## src/rtl/uart_rx_pkg.sv

```systemverilog
// Shared types and sizing for the 8N1 UART receiver.
package uart_rx_pkg;

    localparam int DATA_BITS = 8;
    localparam int CNT_W     = 16;
    localparam int IDX_W     = 3;

    typedef enum logic [2:0] {
        s_IDLE         = 3'd0,
        s_RX_START_BIT = 3'd1,
        s_RX_DATA_BITS = 3'd2,
        s_RX_STOP_BIT  = 3'd3,
        s_CLEANUP      = 3'd4
    } state_t;

endpackage

```

## src/rtl/uart_rx_if.sv

```systemverilog
// Control and data signals between the UART receiver and its user.
interface uart_rx_if;
    import uart_rx_pkg::*;

    logic                 i_Enable;
    logic                 i_Rx_Serial;
    logic                 o_Rx_DV;
    logic [DATA_BITS-1:0] o_Rx_Byte;
    logic                 o_Rx_Frame_Err;
    logic                 o_Rx_Busy;

    modport master (
        output i_Enable,
        output i_Rx_Serial,
        input  o_Rx_DV,
        input  o_Rx_Byte,
        input  o_Rx_Frame_Err,
        input  o_Rx_Busy
    );

    modport slave (
        input  i_Enable,
        input  i_Rx_Serial,
        output o_Rx_DV,
        output o_Rx_Byte,
        output o_Rx_Frame_Err,
        output o_Rx_Busy
    );

endinterface

```

## src/rtl/uart_rx_fsm.sv

```systemverilog
// Combinational next-state logic of the receiver, plus the half-bit and
// full-bit count decodes the datapath shares with it.
module uart_rx_fsm
    import uart_rx_pkg::*;
#(
    parameter int CLKS_PER_BIT = 5208
) (
    input  state_t           current_state,
    input  logic             i_Enable,
    input  logic             rx_s,
    input  logic [CNT_W-1:0] clock_count,
    input  logic [IDX_W-1:0] bit_index,
    output state_t           next_state,
    output logic             half_tick,
    output logic             bit_tick
);

    localparam logic [CNT_W-1:0] HALF_CNT = CNT_W'((CLKS_PER_BIT - 1) / 2);
    localparam logic [CNT_W-1:0] BIT_CNT  = CNT_W'(CLKS_PER_BIT - 1);
    localparam logic [IDX_W-1:0] LAST_IDX = IDX_W'(DATA_BITS - 1);

    always_comb begin
        half_tick  = (clock_count == HALF_CNT);
        bit_tick   = (clock_count == BIT_CNT);
        next_state = current_state;

        case (current_state)
            s_IDLE: begin
                if (i_Enable && !rx_s) begin
                    next_state = s_RX_START_BIT;
                end
            end
            s_RX_START_BIT: begin
                // A line that is high again at mid-start-bit was only a glitch
                if (half_tick) begin
                    next_state = rx_s ? s_IDLE : s_RX_DATA_BITS;
                end
            end
            s_RX_DATA_BITS: begin
                if (bit_tick && (bit_index == LAST_IDX)) begin
                    next_state = s_RX_STOP_BIT;
                end
            end
            s_RX_STOP_BIT: begin
                if (bit_tick) begin
                    next_state = s_CLEANUP;
                end
            end
            s_CLEANUP: begin
                if (rx_s) begin
                    next_state = s_IDLE;
                end
            end
            default: next_state = s_IDLE;
        endcase
    end

endmodule

```

## src/rtl/uart_rx.sv

```systemverilog
// 8N1 UART receiver: input synchroniser, mid-bit sampling counters, shift
// byte and registered data-valid / framing-error strobes.
module uart_rx
    import uart_rx_pkg::*;
#(
    parameter int CLKS_PER_BIT = 5208
) (
    input  logic     i_Clock,
    input  logic     i_Reset,
    uart_rx_if.slave rx_if
);

    logic                 rx_meta_q, rx_meta_d;
    logic                 rx_s_q, rx_s_d;
    state_t               state_q, state_d;
    logic [CNT_W-1:0]     clock_count_q, clock_count_d;
    logic [IDX_W-1:0]     bit_index_q, bit_index_d;
    logic [DATA_BITS-1:0] shift_q, shift_d;
    logic [DATA_BITS-1:0] byte_q, byte_d;
    logic                 dv_q, dv_d;
    logic                 ferr_q, ferr_d;
    logic                 half_tick;
    logic                 bit_tick;

    localparam logic [IDX_W-1:0] LAST_IDX = IDX_W'(DATA_BITS - 1);

    uart_rx_fsm #(
        .CLKS_PER_BIT (CLKS_PER_BIT)
    ) u_fsm (
        .current_state (state_q),
        .i_Enable      (rx_if.i_Enable),
        .rx_s          (rx_s_q),
        .clock_count   (clock_count_q),
        .bit_index     (bit_index_q),
        .next_state    (state_d),
        .half_tick     (half_tick),
        .bit_tick      (bit_tick)
    );

    always_comb begin
        rx_meta_d     = rx_if.i_Rx_Serial;
        rx_s_d        = rx_meta_q;
        clock_count_d = clock_count_q;
        bit_index_d   = bit_index_q;
        shift_d       = shift_q;
        byte_d        = byte_q;
        dv_d          = 1'b0;
        ferr_d        = 1'b0;

        case (state_q)
            s_IDLE: begin
                clock_count_d = '0;
                bit_index_d   = '0;
            end
            s_RX_START_BIT: begin
                clock_count_d = half_tick ? '0 : clock_count_q + CNT_W'(1);
            end
            s_RX_DATA_BITS: begin
                if (bit_tick) begin
                    shift_d[bit_index_q] = rx_s_q;
                    clock_count_d        = '0;
                    bit_index_d          = (bit_index_q < LAST_IDX) ? bit_index_q + IDX_W'(1) : '0;
                end else begin
                    clock_count_d = clock_count_q + CNT_W'(1);
                end
            end
            s_RX_STOP_BIT: begin
                if (bit_tick) begin
                    clock_count_d = '0;
                    // Only a high stop bit lets the assembled byte out
                    if (rx_s_q) begin
                        byte_d = shift_q;
                        dv_d   = 1'b1;
                    end else begin
                        ferr_d = 1'b1;
                    end
                end else begin
                    clock_count_d = clock_count_q + CNT_W'(1);
                end
            end
            s_CLEANUP: begin
                clock_count_d = '0;
            end
            default: begin
                clock_count_d = '0;
                bit_index_d   = '0;
            end
        endcase
    end

    always_ff @(posedge i_Clock or posedge i_Reset) begin
        if (i_Reset) begin
            rx_meta_q     <= 1'b1;
            rx_s_q        <= 1'b1;
            state_q       <= s_IDLE;
            clock_count_q <= '0;
            bit_index_q   <= '0;
            shift_q       <= '0;
            byte_q        <= '0;
            dv_q          <= 1'b0;
            ferr_q        <= 1'b0;
        end else begin
            rx_meta_q     <= rx_meta_d;
            rx_s_q        <= rx_s_d;
            state_q       <= state_d;
            clock_count_q <= clock_count_d;
            bit_index_q   <= bit_index_d;
            shift_q       <= shift_d;
            byte_q        <= byte_d;
            dv_q          <= dv_d;
            ferr_q        <= ferr_d;
        end
    end

    assign rx_if.o_Rx_DV        = dv_q;
    assign rx_if.o_Rx_Byte      = byte_q;
    assign rx_if.o_Rx_Frame_Err = ferr_q;
    assign rx_if.o_Rx_Busy      = (state_q != s_IDLE);

endmodule

```

## src/flat_wrapper.sv

```systemverilog
// flat-port wrapper written by rule: the top's interface ports become plain ports
module uart_rx_flat import uart_rx_pkg::*;
#(
    parameter int CLKS_PER_BIT = 5208
)
  (i_Clock, i_Reset, rx_if_i_Enable, rx_if_i_Rx_Serial, rx_if_o_Rx_DV, rx_if_o_Rx_Byte, rx_if_o_Rx_Frame_Err, rx_if_o_Rx_Busy);
  uart_rx_if rx_if_i ();
  input  logic i_Clock;
  input  logic i_Reset;
  input wire logic [$bits(rx_if_i.i_Enable)-1:0] rx_if_i_Enable;
  input wire logic [$bits(rx_if_i.i_Rx_Serial)-1:0] rx_if_i_Rx_Serial;
  output wire logic [$bits(rx_if_i.o_Rx_DV)-1:0] rx_if_o_Rx_DV;
  output wire logic [$bits(rx_if_i.o_Rx_Byte)-1:0] rx_if_o_Rx_Byte;
  output wire logic [$bits(rx_if_i.o_Rx_Frame_Err)-1:0] rx_if_o_Rx_Frame_Err;
  output wire logic [$bits(rx_if_i.o_Rx_Busy)-1:0] rx_if_o_Rx_Busy;
  assign rx_if_i.i_Enable = rx_if_i_Enable;
  assign rx_if_i.i_Rx_Serial = rx_if_i_Rx_Serial;
  assign rx_if_o_Rx_DV = rx_if_i.o_Rx_DV;
  assign rx_if_o_Rx_Byte = rx_if_i.o_Rx_Byte;
  assign rx_if_o_Rx_Frame_Err = rx_if_i.o_Rx_Frame_Err;
  assign rx_if_o_Rx_Busy = rx_if_i.o_Rx_Busy;
  uart_rx #(.CLKS_PER_BIT(CLKS_PER_BIT)) u_core (.i_Clock(i_Clock), .i_Reset(i_Reset), .rx_if(rx_if_i));
endmodule
```

## config.mk

```make
export PLATFORM = sky130hd
export DESIGN_NAME = uart_rx_flat
export DESIGN_NICKNAME = d
export VERILOG_FILES = /design/src/rtl/uart_rx_pkg.sv /design/src/rtl/uart_rx_if.sv /design/src/rtl/uart_rx_fsm.sv /design/src/rtl/uart_rx.sv /design/src/flat_wrapper.sv
export SDC_FILE = /design/constraint.sdc
export NUM_CORES = 1
export LEC_CHECK = 0
export ABC_AREA = 1
export BUFFER_PORTS_ARGS = -buffer_cell sky130_fd_sc_hd__buf_4
export CAP_MARGIN = 10
export CORE_MARGIN = 1.5
export CORE_UTILIZATION = 64
export DETAILED_ROUTE_END_ITERATION = 10
export PLACE_DENSITY_LB_ADDON = 0.1
export SETUP_SLACK_MARGIN = 0.15
export SLEW_MARGIN = 20
export SYNTH_ARGS = -nofsm -noshare
export SYNTH_HDL_FRONTEND = slang
export SYNTH_HIERARCHICAL = 1
export SYNTH_SLANG_ARGS = --single-unit
```

## constraint.sdc

```tcl
create_clock -name i_Clock -period 3.5 [get_ports i_Clock]
set_input_delay 0.35 -clock i_Clock [delete_from_list [all_inputs] [get_ports i_Clock]]
set_output_delay 0.35 -clock i_Clock [all_outputs]
set_load 0.005 [all_outputs]
```

==> results of run 1 <==
-- area by class of cell --
type                    instances  share of cell area [%]
clock buffers                   5                    1.52
clock inverters                 3                    1.01
inverters                      44                    6.68
multi-input cells             220                    41.3
flip-flops and latches         42                    42.6
well taps                      46                    2.33
repair buffers                 15                    4.55
-- cells by family after synthesis --
logic type	Yosys count	synth area share, %
and+or+nand+nor	195	37.9
buffers and inverters	44	7.37
DFF	42	47.0
AOI/OAI and AO/OA	21	5.75
xor gates and xnor gates	2	0.782
adders and majority gates	2	1.12
-- report_power, final --
group,internal (mW),switching (mW),leakage (nW)
Sequential,0.487,0.00102,0.560
Clock,0.0819,0.175,0.0318
Combinational,0.00330,0.0114,0.642
Total,0.573,0.188,1.23
-- state kept, by name, indices dropped and copies added, names as in the netlist --
name / count
u_core/rx_if.o_Rx_Frame_Err: 1
u_core/bit_index_q: 3
u_core/clock_count_q: 16
u_core/rx_s_q: 1
u_core/state_q: 3
u_core/shift_q: 8
u_core/rx_if.o_Rx_Byte: 8
u_core/rx_if.o_Rx_DV: 1
u_core/rx_meta_q: 1
-- worst max-delay path: stages, from the launching register on --
cell and delay (ns):
dfrtp_1 0.45, inv_1 0.06, nor2_1 0.13, nand2_1 0.09
nor2_2 0.12, nand2_2 0.09, inv_1 0.21, nor2_1 0.09
a21oi_2 0.36, nor2_1 0.11
-- worst min path at each step --
stage                                  from                end  slack [ns]  cells after the start
after CTS                 rx_if_i_Rx_Serial   u_core/rx_meta_q        0.05                      1
after global placement     u_core/rx_meta_q      u_core/rx_s_q        0.35                      0
after global routing      rx_if_i_Rx_Serial   u_core/rx_meta_q        0.04                      1
after floorplan            u_core/rx_meta_q      u_core/rx_s_q        0.35                      0
after detailed placement   u_core/rx_meta_q      u_core/rx_s_q        0.35                      0
final                               i_Reset  u_core/shift_q[0]        0.02                      2
-- synth_stat cells, drive strengths merged, types with 2 or more instances --
library cell,count
or2,2
dfrtp,40
nor3,10
dfstp,2
inv,44
nand4,5
o21ai,13
nor2,63
nand2,96
a21oi,4
nor3b,2
ha,2
o21bai,3
nand3,16
-- stage by stage --
stage,cell area [um2],worst slack [ns],hold WS [ns],utilization (%)
2_1_floorplan,2240,1.96,0.345,-
3_3_place_gp,2410,1.76,0.345,72.2
3_5_place_dp,2410,1.70,0.349,72.2
4_1_cts,2470,1.68,0.0527,74.1
5_1_grt,2470,1.47,0.0375,74.1
6_report,2470,1.66,0.0247,74.1
-- metal layers --
| layer | track usage, % | wire, um |
|---|---|---|
| met5 | 0 | 0 |
| met4 | 7.22 | 35 |
| met3 | 5.62 | 174 |
| met2 | 37.1 | 1890 |
| met1 | 38.4 | 2170 |
==> reports/results.ini, run 1 <==
[place]
dpl.hpwl_um = 3150
finalWeightedCongestion = 0.852
dp.cells = 367
io_buffers = 14

[clock_tree]
cts.clk_slew.worst_paths_ns = 0.14
clock-sinks = 42
cts_resized = 0
clock_tree.root_cell = clkbuf_4
clk_latency_ns = 0.37
clk_path_buf_depth = 2
h-tree-depth = 2
cts_tree = built
cts_post_setup_buffers_inserted = 0
cts_buffers = 5
hold_buffers = 0

[routing]
via_count = 1871
vias_per_cell = 4.99
drt_iter0_drc = 150
avgRoutedWirePerCell_um = 11.4
drc = 0
drt_first_pass_iters = 4
antenna_left = 0
routed_wirelength_um = 4270

[global_route]
grt_max_degree = 28
grt_overflow = 0
grt_pass1_vias = 1720
grt_use_total_pct = 25.4
grt_antenna_before_repair = 0
grt_pass1_wl_um = 7820

[sta]
slew_violations = 0
setup_tns_ns = 0
slew_headroom_pct = 62.0
post-route-min-period_ns = 1.84
fmax_mhz = 544
tightest_slew_ns = 0.569
rsz0062_at_grt = no
finalHoldViolCount = 0
min_period_over_period_pct = 52.5
setup_violations = 0
finalClockSkew_ns = 0.0166

[floorplan]
fp.dieW_um = 62.2
die_area_um2 = 3860
initial_core_util_pct = 67.1
pin_count = 15
placeableCoreArea_um2 = 3340
rows = 21
die_y_um = 62.2

[cells_and_area]
final_nets = 334
diodes = 0
fillers = 264
layout_commonest_cell = nand2_1
multiInputGateArea_um2 = 1020
syn_to_final_growth_pct = 10.4
stdcell_count = 375
drive_gt1_share_pct = 15.2
layout_common_cells = nand2_1 (94), nor2_1 (54), dfrtp_1 (40)
regArea_um2 = 1050

[synthesis]
async_flop_share_pct = 100
yosysTopAreaCellShare_pct = 44.7
synth_nets = 312
synth_edf_count = 0
synth_ff_type = dfrtp_1
synth_top_cell_by_area = dfrtp_1
synth_area_um2 = 2240
ys_seq_elements = 42
syn_inst = 306
yosysUniqueCellTypes = 28
netlist_top_cells_area = dfrtp_1 (45%), nand2_1 (16%), nor2_1 (9.1%)
yosysSeqAreaShare_pct = 47.0
synth_area_per_cell_um2 = 7.32
synth_warnings = 6

[power]
irDropWorstVdd_uv = 257
powerDensity_nw_per_um2 = 307
leakage_nw = 1.23
p_total_uw = 760

[critical_path]
worst-r2r-cell-count = 9
worst-path-max-fanout = 9
crit_arrival_ns = 2.08
startpoint_type = flip-flop
crit_path_end = u_core/clock_count_q[5]
critical_path_class = flip-flop to flip-flop
r2r_start = u_core/clock_count_q[2]
timing.rr.end = u_core/clock_count_q[5]
crit_required_ns = 3.74
startpoint = u_core/clock_count_q[2]
cp-end-kind = flip-flop
r2r_slack_ns = 1.66

[run_status]
outcome = finished, final reports clean

[job]
max-cap-violations = 0

[min_path]
min_path_type = input port to asynchronous set/reset pin

No activity file was read; power rests on OpenSTA's default activity.
==> run 2, diff against run 1 <==
Settings changed: CORE_UTILIZATION 64 to 54.
Clock period 3.5 ns to 1.6 ns, I/O delays scaled along.
==> reports/results.ini, run 2 (same netlist as run 1, synthesis figures left out) <==
[place]
placed_area_um2 = 2570
place_worst_setup_slack_ns = 0.0174
io_buffers = 14
dpl.hpwl_um = 3460
finalWeightedCongestion = 0.863

[power]
switchingPower_uw = 413
seq_power_share_pct = 50.5
leakage_nw = 1.41
swShare_pct = 19.6
power.internal_mw = 1.70
irDropWorstVdd_uv = 496
p_clk_share_pct = 47.8
combPwrFrac_pct = 1.6
powerDensity_nw_per_um2 = 717

[floorplan]
rows = 23
initial_core_util_pct = 56.0
die_area_um2 = 4540
fp.dieW_um = 67.4
pin_count = 15
die_y_um = 67.4
placeableCoreArea_um2 = 4000

[cells_and_area]
drive_gt1_share_pct = 30.9
layout_common_cells = nand2_1 (80), nor2_1 (45), buf_4 (41)
largest_reg_flops = 16
syn_to_final_growth_pct = 31.6
fin_util_pct = 73.7
layout_commonest_cell = nand2_1
final_nets = 364
diodes = 0
top_register = u_core/clock_count_q
stdcell_area_um2 = 2950

[clock_tree]
cts_tree = built
cts.clk_slew.worst_paths_ns = 0.09
clock_tree.root_cell = clkbuf_8
clk_path_buf_depth = 2
clock-sinks = 42
clk_latency_ns = 0.30
cts_buffers = 5
h-tree-depth = 2

[sta]
slew_headroom_pct = 64.5
min_period_over_period_pct = 98.4
holdWs_ns = -0.00878
tightest_slew_ns = 0.532
finalClockSkew_ns = 0.0107
slew_violations = 0
finalHoldViolCount = 28
post-route-min-period_ns = 1.57
fmax_mhz = 635
setup_violations = 0
fin_ws_ns = 0.0252
rsz0062_at_grt = yes

[critical_path]
worst-path-max-fanout = 6
crit_buf_inv = 2
cp-end-kind = flip-flop
path_cells = nor2_2, nand2_4, nor2_2, nand2_2, clkinv_4, inv_6, nor3b_4, nand2_1, nand2_1, o21ai_1
crit_path_top_delay_cell = dfrtp_1
critical_path_class = flip-flop to flip-flop
critical_path.max_stage_delay_ns = 0.39
crit_arrival_ns = 1.76
startpoint_type = flip-flop
crit_required_ns = 1.79
crit_family = simple AND/OR/NAND/NOR gates

[routing]
drt_first_pass_iters = 5
routed_wirelength_um = 5360
antenna_left = 0
avgRoutedWirePerCell_um = 13.1
drt_iter0_drc = 160
drc = 0
vias_per_cell = 5.04
via_count = 2062

[global_route]
grt_overflow = 0
grt_pass1_vias = 1895
grt_antenna_before_repair = 0
grt_use_total_pct = 25.3
grt_max_degree = 43
grt_pass1_wl_um = 8620

[run_status]
violations = hold timing
outcome = finished with violations

[job]
max-cap-violations = 0

[min_path]
min_path_type = input port to asynchronous set/reset pin

## run 2: final cells by class
cell class / count / area, um2
Multi-Input combinational cell: 220 / 1150
Timing Repair Buffer: 45 / 360
Tap cell: 50 / 62.6
Clock buffer: 5 / 68.8
Sequential cell: 42 / 1060
Clock inverter: 3 / 68.8
Inverter: 44 / 178
Fill cell: 287 / 1050
## run 2: routing by layer
metal / GRT usage, % / vias to the layer above / routed length, um
met5: 0 / - / 0
met1: 35.8 / 939 / 2460
met3: 5.17 / 6 / 266
li1: - / 1057 / -
met2: 39.5 / 60 / 2600
met4: 7.40 / 0 / 45
## run 2: path summary, 6_finish.rpt
| check | start | end | slack [ns] | cells past startpoint |
|---|---|---|---|---|
| worst min register to register | u_core/rx_meta_q | u_core/rx_s_q | 0.36 | 0 |
| min in group i_Clock | rx_if_i_Enable | u_core/state_q[0] | 0.31 | 5 |
| worst min-delay path | i_Reset | u_core/clock_count_q[1] | -0.009 | 3 |
| worst max-delay path | u_core/clock_count_q[15] | u_core/shift_q[4] | 0.03 | 10 |
| max in group asynchronous | i_Reset | u_core/clock_count_q[10] | 1.22 | 3 |
| worst max register to register | u_core/clock_count_q[15] | u_core/shift_q[4] | 0.03 | 10 |
## run 2: metrics by stage
stage	setup TNS [ns]	hold slack (ns)	power, mW	std cells
global route	-0.474	0.0354	2.18	409
detailed placement	0	0.270	1.12	389
finish	0	-0.00878	2.11	409
floorplan	0	0.164	1.11	306
CTS	0	0.00190	2.13	406
global placement	0	0.268	1.12	389
## run 2: what timing repair did
item	4_1_cts	5_1_grt
endpoints found under the hold margin	1	0
setup endpoints to repair	33	38
cloned	0	0
setup buffers	8	3
pin swaps	3	20
hold buffers	1	0
gates resized for setup	7	45
## run 2: power groups by stage
stage,Clock [mW],Combinational (mW),Sequential [mW]
global route,1.07,0.0400,1.07
CTS,1.03,0.0354,1.07
floorplan,0,0.0188,1.09
global placement,0,0.0332,1.09
detailed placement,0,0.0333,1.09
finish,1.01,0.0343,1.07
## run 2: worst reg2reg max path, delay by kind of cell (launching register included)
kind / cells / cell delay [ns]
buffers and inverters: 2 / 0.17
AO/OA/AOI/OAI: 1 / 0.06
AND/OR/NAND/NOR: 7 / 0.88
flip-flops: 1 / 0.39
==> run 3, diff against run 2 <==
Settings changed: CORE_UTILIZATION 54 to 64, PLACE_DENSITY from default to 0.8, PLACE_DENSITY_LB_ADDON 0.1 to default.
Clock period 1.6 ns to 2 ns, I/O delays scaled along.
==> reports/results.ini, run 3 (same netlist as run 1, synthesis figures left out) <==
[run_status]
outcome = finished, final reports clean

[clock_tree]
cts_buffers = 5
clk_path_buf_depth = 2
cts.clk_slew.worst_paths_ns = 0.14
clock_tree.root_cell = clkbuf_4
clk_latency_ns = 0.37
h-tree-depth = 2
cts_tree = built
cts_post_setup_buffers_inserted = 0
clock-sinks = 42

[critical_path]
cp-end-kind = flip-flop
worst-r2r-cell-count = 10
startpoint_type = flip-flop
timing.rr.end = u_core/shift_q[6]
startpoint = u_core/clock_count_q[3]
worst-path-max-fanout = 6
crit_required_ns = 2.26
crit_arrival_ns = 1.95
r2r_slack_ns = 0.32
critical_path_class = flip-flop to flip-flop
r2r_start = u_core/clock_count_q[3]

[floorplan]
die_area_um2 = 3860
rows = 21
placeableCoreArea_um2 = 3340
die_y_um = 62.2
fp.dieW_um = 62.2
pin_count = 15
initial_core_util_pct = 67.1

[global_route]
grt_use_total_pct = 26.4
grt_antenna_before_repair = 0
grt_pass1_wl_um = 8060
grt_pass1_vias = 1793
grt_max_degree = 43
grt_overflow = 0

[routing]
via_count = 1911
antenna_left = 0
routed_wirelength_um = 4430
vias_per_cell = 5.02
avgRoutedWirePerCell_um = 11.6
drc = 0
drt_iter0_drc = 150
drt_first_pass_iters = 4

[cells_and_area]
syn_to_final_growth_pct = 14.2
drive_gt1_share_pct = 16.7
diodes = 0
regArea_um2 = 1050
layout_commonest_cell = nand2_1
largest_reg_flops = 16
final_nets = 340
layout_common_cells = nand2_1 (94), nor2_1 (54), inv_1 (39), dfrtp_1 (39), buf_4 (19)
multiInputGateArea_um2 = 1030
fillers = 258
top_register = u_core/clock_count_q

[sta]
rsz0062_at_grt = no
finalHoldViolCount = 0
fmax_mhz = 594
finalClockSkew_ns = 0.0148
post-route-min-period_ns = 1.68
setup_violations = 0
slew_violations = 0
setup_tns_ns = 0
tightest_slew_ns = 0.508
slew_headroom_pct = 66.1
min_period_over_period_pct = 84.2

[place]
dpl.hpwl_um = 3230
finalWeightedCongestion = 0.852
io_buffers = 14

[power]
p_total_mw = 1.44
powerDensity_nw_per_um2 = 565
leakage_nw = 1.27
irDropWorstVdd_uv = 486

[min_path]
min_path_type = input port to flip-flop
min_from = rx_if_i_Enable
worstHoldPathCells = 5
whs_endpoint = u_core/state_q[0]

[job]
max-cap-violations = 0

==> run 3: cell types whose count changed in the layout (fill, tap and decap cells not counted), sizes merged <==
cell / before / now
buf: 44 / 19
clkinv: 3 / 0
clkinvlp: 0 / 2
inv: 42 / 44
bufinv: 2 / 1
dlygate4sd3: 1 / 2
==> run 3: what timing repair did <==
action                     CTS  global route
gates resized for setup      0             5
hold buffers                 2             0
hold endpoints to repair    41             0
setup endpoints to repair    0            26
==> run 3: routing by layer <==
layer  up-vias  routed length [um]  track usage, %
met5         -                   0               0
met4         0                  64            10.0
met3         5                 240            5.98
met2        39                1960            38.5
met1       848                2160            38.9
li1       1019                   -               -
==> run 3: layout make-up <==
| class | count | area share (%) |
|---|---|---|
| flip-flops and latches | 42 | 41.2 |
| clock inverters | 3 | 1.76 |
| repair buffers | 21 | 6.36 |
| clock buffers | 5 | 1.47 |
| well taps | 46 | 2.25 |
| inverters | 44 | 6.55 |
| multi-input cells | 220 | 40.4 |
==> run 3: how the worst max path moves through the flow <==
| stage | end | slack [ns] | cells past startpoint |
|---|---|---|---|
| 5_1_grt | u_core/rx_if.o_Rx_Byte[6] | 0.17 | 10 |
| 2_1_floorplan | u_core/shift_q[0] | 0.46 | 11 |
| 4_1_cts | u_core/clock_count_q[8] | 0.17 | 9 |
| 3_3_place_gp | u_core/clock_count_q[8] | 0.26 | 8 |
| 3_5_place_dp | u_core/clock_count_q[12] | 0.18 | 9 |
| 6_report | u_core/shift_q[6] | 0.32 | 10 |
==> run 3: metrics by stage <==
step,std cells,util (%),cell area [um2],hold WS (ns),setup WS (ns)
6_report,381,76.7,2560,0.261,0.316
5_1_grt,381,76.7,2560,0.272,0.171
4_1_cts,381,76.2,2540,0.243,0.167
3_5_place_dp,371,73.1,2440,0.309,0.184
3_3_place_gp,371,73.1,2440,0.309,0.264
2_1_floorplan,306,-,2240,0.204,0.457
==> run 3: power breakdown <==
part / leakage (nW) / switching, mW / internal, mW
registers: 0.559 / 0.00193 / 0.853
clock network: 0.0374 / 0.300 / 0.262
logic: 0.674 / 0.0195 / 0.00827
total: 1.27 / 0.322 / 1.12
==> run 3: critical path, stage by stage, from the launching register on <==
cell     delay [ns]
dfrtp_1        0.47
nor2_1         0.16
nand2_1        0.08
nor2_2         0.12
nand2_2        0.09
inv_2          0.14
inv_2          0.08
nor2_1         0.21
nand2_1        0.11
nand2_1        0.06
o21ai_0        0.07
